**config.mk**
```make
export PLATFORM = sky130hd
export DESIGN_NAME = panda_mem_stage
export DESIGN_NICKNAME = d
export VERILOG_FILES = /design/src/rtl/panda_pkg.sv /design/src/rtl/panda_lsu_align.sv /design/src/rtl/panda_mem_stage.sv
export SDC_FILE = /design/constraint.sdc
export NUM_CORES = 1
export LEC_CHECK = 0
export BUFFER_PORTS_ARGS = -buffer_cell sky130_fd_sc_hd__buf_2
export CAP_MARGIN = 20
export CORE_MARGIN = 1
export CORE_UTILIZATION = 42
export CTS_CLUSTER_DIAMETER = 60
export DETAILED_ROUTE_END_ITERATION = 8
export PLACE_DENSITY = 0.76
export RECOVER_POWER = 50
export SYNTH_ARGS = -nofsm -noshare
export SYNTH_HDL_FRONTEND = slang
export SYNTH_HIERARCHICAL = 1
export SYNTH_SLANG_ARGS = --single-unit
```
**constraint.sdc**
```tcl
create_clock -name clk_i -period 1.9 [get_ports clk_i]
set_input_delay 0.19 -clock clk_i [delete_from_list [all_inputs] [get_ports clk_i]]
set_output_delay 0.19 -clock clk_i [all_outputs]
set_load 0.005 [all_outputs]
```
**src/rtl/panda_pkg.sv**
```systemverilog
// Shared Panda pipeline types: stage registers, writeback select, LSU width and LSU FSM state.
package panda_pkg;

  localparam int unsigned XLEN   = 32;
  localparam int unsigned REG_AW = 5;
  localparam int unsigned BE_W   = XLEN / 8;

  typedef enum logic [1:0] {
    RD_DATA_ALU    = 2'd0,
    RD_DATA_MEM    = 2'd1,
    RD_DATA_PC_INC = 2'd2,
    RD_DATA_IMM    = 2'd3
  } rd_data_sel_e;

  typedef enum logic [1:0] {
    LSU_BYTE = 2'd0,
    LSU_HALF = 2'd1,
    LSU_WORD = 2'd2
  } lsu_width_e;

  typedef enum logic [1:0] {
    IDLE        = 2'd0,
    WAIT_GNT    = 2'd1,
    WAIT_RVALID = 2'd2
  } lsu_state_e;

  typedef struct packed {
    logic [XLEN-1:0]   alu_result;
    logic [XLEN-1:0]   rs2_data;
    logic [REG_AW-1:0] rs2_addr;
    logic [XLEN-1:0]   imm;
    logic [XLEN-1:0]   pc_inc;
    logic [REG_AW-1:0] rd_addr;
    logic              rd_we;
    rd_data_sel_e      rd_data_sel;
    logic              lsu_store;
    lsu_width_e        lsu_width;
    logic              lsu_load_unsigned;
  } ex_mem_t;

  typedef struct packed {
    logic [XLEN-1:0]   rd_data;
    logic [REG_AW-1:0] rd_addr;
    logic              rd_we;
  } mem_wb_t;

endpackage

```
**src/rtl/panda_lsu_align.sv**
```systemverilog
// Combinational LSU lane logic: store byte-enables/replication, load extract/extend,
// and misalignment detection for the low address bits.
module panda_lsu_align
  import panda_pkg::*;
(
  input  lsu_width_e        width_i,
  input  logic [1:0]        offset_i,
  input  logic              load_unsigned_i,
  input  logic [XLEN-1:0]   store_data_i,
  input  logic [XLEN-1:0]   rdata_i,
  output logic [BE_W-1:0]   be_o,
  output logic [XLEN-1:0]   wdata_o,
  output logic [XLEN-1:0]   load_data_o,
  output logic              misaligned_o
);

  logic [XLEN-1:0] shifted;

  always_comb begin
    shifted      = rdata_i >> {offset_i, 3'b000};
    be_o         = 4'b1111;
    wdata_o      = store_data_i;
    load_data_o  = rdata_i;
    misaligned_o = (offset_i != 2'b00);
    unique case (width_i)
      LSU_BYTE: begin
        be_o         = 4'b0001 << offset_i;
        wdata_o      = {4{store_data_i[7:0]}};
        misaligned_o = 1'b0;
        load_data_o  = load_unsigned_i ? {24'd0, shifted[7:0]}
                                       : {{24{shifted[7]}}, shifted[7:0]};
      end
      LSU_HALF: begin
        be_o         = 4'b0011 << offset_i;
        wdata_o      = {2{store_data_i[15:0]}};
        misaligned_o = offset_i[0];
        load_data_o  = load_unsigned_i ? {16'd0, shifted[15:0]}
                                       : {{16{shifted[15]}}, shifted[15:0]};
      end
      default: begin
        // Word accesses (and the unused encoding) keep the defaults.
      end
    endcase
  end

endmodule

```
**src/rtl/panda_mem_stage.sv**
```systemverilog
// Panda MEM stage: issues loads/stores on a req/gnt/rvalid bus, stalls upstream while a
// transaction is outstanding, and registers the selected writeback value into MEM/WB.
module panda_mem_stage
  import panda_pkg::*;
(
  input  logic                clk_i,
  input  logic                rst_i,
  input  ex_mem_t             ex_mem_i,
  input  logic [REG_AW-1:0]   wb_rd_addr_i,
  input  logic                wb_rd_we_i,
  input  logic [XLEN-1:0]     wb_rd_data_i,
  output logic                data_req_o,
  output logic [XLEN-1:0]     data_addr_o,
  output logic                data_we_o,
  output logic [BE_W-1:0]     data_be_o,
  output logic [XLEN-1:0]     data_wdata_o,
  input  logic                data_gnt_i,
  input  logic                data_rvalid_i,
  input  logic [XLEN-1:0]     data_rdata_i,
  output logic                stall_o,
  output logic                misaligned_o,
  output mem_wb_t             mem_wb_o
);

  lsu_state_e        state_q, state_d;
  logic [XLEN-1:0]   addr_q, addr_d;
  logic [XLEN-1:0]   wdata_q, wdata_d;
  logic [BE_W-1:0]   be_q, be_d;
  logic              we_q, we_d;
  mem_wb_t           mem_wb_q, mem_wb_d;

  logic              is_load, is_store, is_access, fwd_hit;
  logic              al_mis, aligned_access;
  logic [XLEN-1:0]   store_data, issue_addr, al_wdata, load_data, wb_data;
  logic [BE_W-1:0]   al_be;

  assign is_load    = (ex_mem_i.rd_data_sel == RD_DATA_MEM);
  assign is_store   = ex_mem_i.lsu_store;
  assign is_access  = is_load || is_store;
  // WB bypass for store data; only meaningful in the issue cycle since wdata is held afterwards.
  assign fwd_hit    = wb_rd_we_i && (wb_rd_addr_i == ex_mem_i.rs2_addr) &&
                      (ex_mem_i.rs2_addr != '0);
  assign store_data = fwd_hit ? wb_rd_data_i : ex_mem_i.rs2_data;
  assign issue_addr = {ex_mem_i.alu_result[XLEN-1:2], 2'b00};

  panda_lsu_align u_align (
    .width_i         (ex_mem_i.lsu_width),
    .offset_i        (ex_mem_i.alu_result[1:0]),
    .load_unsigned_i (ex_mem_i.lsu_load_unsigned),
    .store_data_i    (store_data),
    .rdata_i         (data_rdata_i),
    .be_o            (al_be),
    .wdata_o         (al_wdata),
    .load_data_o     (load_data),
    .misaligned_o    (al_mis)
  );

  assign aligned_access = is_access && !al_mis;
  assign misaligned_o   = is_access && al_mis;
  assign stall_o        = aligned_access && !((state_q == WAIT_RVALID) && data_rvalid_i);

  always_ff @(posedge clk_i) begin
    if (rst_i) begin
      state_q  <= IDLE;
      addr_q   <= '0;
      wdata_q  <= '0;
      be_q     <= '0;
      we_q     <= 1'b0;
      mem_wb_q <= '0;
    end else begin
      state_q  <= state_d;
      addr_q   <= addr_d;
      wdata_q  <= wdata_d;
      be_q     <= be_d;
      we_q     <= we_d;
      mem_wb_q <= mem_wb_d;
    end
  end

  // Bus FSM: issue straight from EX/MEM in IDLE, replay held request while waiting for gnt.
  always_comb begin
    state_d      = state_q;
    addr_d       = addr_q;
    wdata_d      = wdata_q;
    be_d         = be_q;
    we_d         = we_q;
    data_req_o   = 1'b0;
    data_addr_o  = addr_q;
    data_we_o    = we_q;
    data_be_o    = be_q;
    data_wdata_o = wdata_q;
    unique case (state_q)
      IDLE: begin
        data_addr_o  = '0;
        data_we_o    = 1'b0;
        data_be_o    = '0;
        data_wdata_o = '0;
        if (aligned_access) begin
          data_req_o   = 1'b1;
          data_addr_o  = issue_addr;
          data_we_o    = is_store;
          data_be_o    = al_be;
          data_wdata_o = al_wdata;
          addr_d       = issue_addr;
          we_d         = is_store;
          be_d         = al_be;
          wdata_d      = al_wdata;
          state_d      = data_gnt_i ? WAIT_RVALID : WAIT_GNT;
        end
      end
      WAIT_GNT: begin
        data_req_o = 1'b1;
        if (data_gnt_i) state_d = WAIT_RVALID;
      end
      WAIT_RVALID: begin
        if (data_rvalid_i) state_d = IDLE;
      end
      default: state_d = IDLE;
    endcase
  end

  always_comb begin
    wb_data = ex_mem_i.imm;
    unique case (ex_mem_i.rd_data_sel)
      RD_DATA_ALU:    wb_data = ex_mem_i.alu_result;
      RD_DATA_MEM:    wb_data = load_data;
      RD_DATA_PC_INC: wb_data = ex_mem_i.pc_inc;
      default:        wb_data = ex_mem_i.imm;
    endcase
    mem_wb_d.rd_data = wb_data;
    mem_wb_d.rd_addr = ex_mem_i.rd_addr;
    mem_wb_d.rd_we   = ex_mem_i.rd_we && !misaligned_o && !stall_o;
  end

  assign mem_wb_o = mem_wb_q;

endmodule

```
==> qor.txt <==
========================================================================================================
Post-place instance area                                                                     0.00884 mm²
Post-CTS clock slew at the launch and capture registers of the worst setup and hold paths          80 ps
Peak clock frequency supported by timing                                                         431 MHz
Root buffer cell                                                                            sky130_fd_sc_hd__clkbuf_16
Number of buffers inserted during clock tree synthesis                                                 9
Worst setup path class                                                                      input port to output pin
Share of cells above drive strength 1                                                              0.497
Ratio of routed vias to standard cells                                                              5.29
Clock sinks                                                                                          107
Boundary pin count                                                                                   329
Count of pins over their slew limit                                                                    0
RSZ-0062 raised after global routing                                                                true
Final ANT Viol Nets                                                                                    0
H-Tree Depth                                                                                           3
Async set or reset register ratio after synthesis                                                      0
Maximum clock insertion buffer count                                                                   2
Relative contribution of sequential cells to total power                                           0.391
Sequential element share of the synthesized area                                                   0.323
Number of hold-slack violations in the final timing report                                             0
Weighted congestion reported at the end of routability-driven placement                            0.856
CTS tree                                                                                            done
Cell variety after synth                                                                              42
Hold crit path type                                                                         input port to flip-flop
Number of global-route vias before repair                                                           6743
Worst-margin pin slew                                                                             992 ps
DIE WIDTH                                                                                         128 µm
Wire length of the first global-routing pass                                                    35500 µm
Clock network fraction of total power                                                              0.296
Worst slack at placement                                                                         -428 ps
Row count                                                                                             45
Final std cells w/o fill                                                                            1397
Instance count after placement with tap cells included                                              1353
Filler cell count                                                                                   1260
Worst endpoint data arrival time                                                                 2130 ps
Effective utilization at floorplan                                                                 0.433
Net switching share of the total power                                                             0.308
Kind of end point of the critical path                                                        output pin
Floorplan core area                                                                           0.0153 mm²
Net count reported at finish                                                                        1399
Die outline height                                                                                128 µm
Vias after detailed routing                                                                         7394
Post-Route Skew                                                                                  6.80 ps
Number of cells produced by synthesis                                                                809
Number of flops mapped to enable cells by yosys                                                        0
Min Tclk post-route                                                                              2320 ps
Area Overhead vs Synth                                                                             49.6%
Minimum setup slack in the final design                                                          -422 ps
Remaining global-route overflow                                                                        0
Area of the die                                                                               0.0163 mm²
Starting DRC count in detailed routing                                                               550
Final Cell Area                                                                              0.00993 mm²
Pin count of the biggest net entering global routing                                                  46
Maxcap violations                                                                                      0
Max IR drop VDD                                                                                   431 µV
Seq. cell area                                                                               0.00214 mm²
Total routed wirelength                                                                         25200 µm
Top library cells by usage in the layout, fill and taps aside                               sky130_fd_sc_hd__buf_2 (297), sky130_fd_sc_hd__nand2_1 (276), sky130_fd_sc_hd__dfxtp_1 (105)
Req. time, crit path                                                                             1710 ps
Failing checks                                                                              setup timing
Worst slew margin relative to its limit                                                            0.339
Startpoint kind of the worst setup timing path                                                input port
Number of detailed-route iterations in the first pass                                                  7
Number of warning messages in the yosys log                                                            6
Status                                                                                      complete, but fails checks
Internal cell power                                                                            0.00437 W
Final Setup Violations                                                                                58
Synth Cell Area                                                                              0.00664 mm²
Power per cell area                                                                           636 mW/mm²
Drc violations                                                                                         0
Worst hold margin                                                                                46.7 ps
Initial antenna violation count                                                                        2
Most common cell after layout, fill and taps aside                                          sky130_fd_sc_hd__buf_2
Area of the multi-input gates                                                                0.00442 mm²
Post-route fraction of the period consumed by the critical path                                     1.22
Number of buffer cells added on primary ports                                                        326
DPL Wire Length                                                                                 17100 µm
Overall routing resource usage                                                                     0.285
Reported net switching power                                                                   0.00194 W
Peak fanout along the critical path                                                                    5
Final sum of negative setup slack                                                               -9920 ps
Pleak                                                                                            4.93 nW
Most used flip-flop cell after synthesis                                                    sky130_fd_sc_hd__dfxtp_1
FF+latch count, synth                                                                                107
Insertion delay to the later sink of the worst-skew pair                                          350 ps
Mean routed wirelength per cell                                                                  18.0 µm
Gate power share                                                                                   0.313
Average cell area after synthesis                                                               8.20 µm²
========================================================================================================
critical path, stage by stage:
cell	delay [ps]
sky130_fd_sc_hd__buf_8	110
sky130_fd_sc_hd__o41ai_4	400
sky130_fd_sc_hd__a211oi_4	120
sky130_fd_sc_hd__buf_6	160
sky130_fd_sc_hd__buf_12	140
sky130_fd_sc_hd__buf_6	120
sky130_fd_sc_hd__mux2_4	320
sky130_fd_sc_hd__mux2_4	280
sky130_fd_sc_hd__nand2_2	70
sky130_fd_sc_hd__nand2_1	70
sky130_fd_sc_hd__buf_2	130
power by group through the flow:
| stage | Combinational [W] | Clock (W) | Sequential [W] |
|---|---|---|---|
| 4_1_cts | 0.00177 | 0.00191 | 0.00247 |
| 5_1_grt | 0.00212 | 0.00202 | 0.00249 |
| 6_report | 0.00198 | 0.00187 | 0.00247 |
| 3_3_place_gp | 0.00165 | 0 | 0.00251 |
| 3_5_place_dp | 0.00167 | 0 | 0.00252 |
| 2_1_floorplan | 0.000905 | 0 | 0.00252 |
worst paths after layout:
kind,from,end,slack (ps),cells after the start
worst min register to register,addr_q[28],addr_q[28],460,2
worst max-delay path,ex_mem_i[76],data_wdata_o[13],-420,11
worst max register to register,state_q[1],addr_q[6],240,8
worst min-delay path,ex_mem_i[7],mem_wb_o[1],50,2
state kept, by name, summed over array words and instances, names as in the netlist:
signal,count
mem_wb_o,38
wdata_q,32
state_q,2
be_q,4
we_q,1
addr_q,30
what timing repair did:
item | in CTS | in global routing
gates resized for setup | 39 | 96
pin swaps | 3 | 27
cloned | 4 | 5
setup endpoints to repair | 66 | 66
hold buffers | 1 | 0
endpoints found under the hold margin | 1 | 0
buffers inserted | 10 | 13
cell usage after synthesis, types with 2 or more instances:
master | n | area (µm²)
sky130_fd_sc_hd__nand2_1 | 324 | 1220
sky130_fd_sc_hd__dfxtp_1 | 107 | 2140
sky130_fd_sc_hd__a21oi_1 | 74 | 370
sky130_fd_sc_hd__nor2b_1 | 49 | 307
sky130_fd_sc_hd__mux4_2 | 32 | 721
sky130_fd_sc_hd__mux2_4 | 31 | 465
sky130_fd_sc_hd__clkbuf_1 | 27 | 101
sky130_fd_sc_hd__mux2_2 | 25 | 282
sky130_fd_sc_hd__buf_2 | 18 | 90.1
sky130_fd_sc_hd__o21ai_0 | 18 | 90.1
sky130_fd_sc_hd__buf_4 | 17 | 128
sky130_fd_sc_hd__mux2i_1 | 17 | 170
sky130_fd_sc_hd__buf_6 | 9 | 101
sky130_fd_sc_hd__a22oi_1 | 8 | 60.1
sky130_fd_sc_hd__nor2_1 | 8 | 30.0
sky130_fd_sc_hd__o2bb2ai_1 | 8 | 70.1
sky130_fd_sc_hd__xnor2_1 | 4 | 35.0
sky130_fd_sc_hd__inv_1 | 3 | 11.3
sky130_fd_sc_hd__a311oi_1 | 2 | 17.5
sky130_fd_sc_hd__buf_1 | 2 | 7.51
sky130_fd_sc_hd__nand3_1 | 2 | 10.0
sky130_fd_sc_hd__nor4_1 | 2 | 12.5
sky130_fd_sc_hd__o21a_1 | 2 | 15.0
sky130_fd_sc_hd__o21bai_1 | 2 | 15.0
area by class of cell:
type,count,area share
multi-input cells,627,0.445
clock buffers,10,0.0241
clock inverters,6,0.00567
flip-flops and latches,107,0.216
inverters,3,0.00113
diodes,1,0.000252
well taps,211,0.0266
repair buffers,432,0.281
per-layer routing:
| metal | wire length (µm) | vias to the layer above | track usage | part of all wire |
|---|---|---|---|---|
| met5 | 0 | - | 0 | 0 |
| met4 | 1170 | 0 | 0.140 | 0.046 |
| met3 | 1970 | 79 | 0.0563 | 0.078 |
| met2 | 13100 | 398 | 0.528 | 0.52 |
| met1 | 9010 | 3455 | 0.309 | 0.36 |
| li1 | - | 3462 | - | - |
cells by family (layout without fill, tap and decap cells):
kind of cell	count (synthesis)	after routing	share of synthesized area
flip-flops	107	107	0.323
other	1	3	0.000565
buffers and inverters	76	451	0.0662
multiplexers	105	105	0.247
XOR/XNOR	4	4	0.00528
AND/OR/NAND/NOR	393	393	0.247
AO/OA/AOI/OAI	123	123	0.111
metrics by stage:
| step | total power (W) | util |
|---|---|---|
| 5_1_grt | 0.00662 | 0.648 |
| 3_5_place_dp | 0.00419 | 0.577 |
| 6_report | 0.00632 | 0.648 |
| 4_1_cts | 0.00615 | 0.619 |
| 2_1_floorplan | 0.00342 | - |
| 3_3_place_gp | 0.00416 | 0.577 |
(Power assumes the default switching activity.)
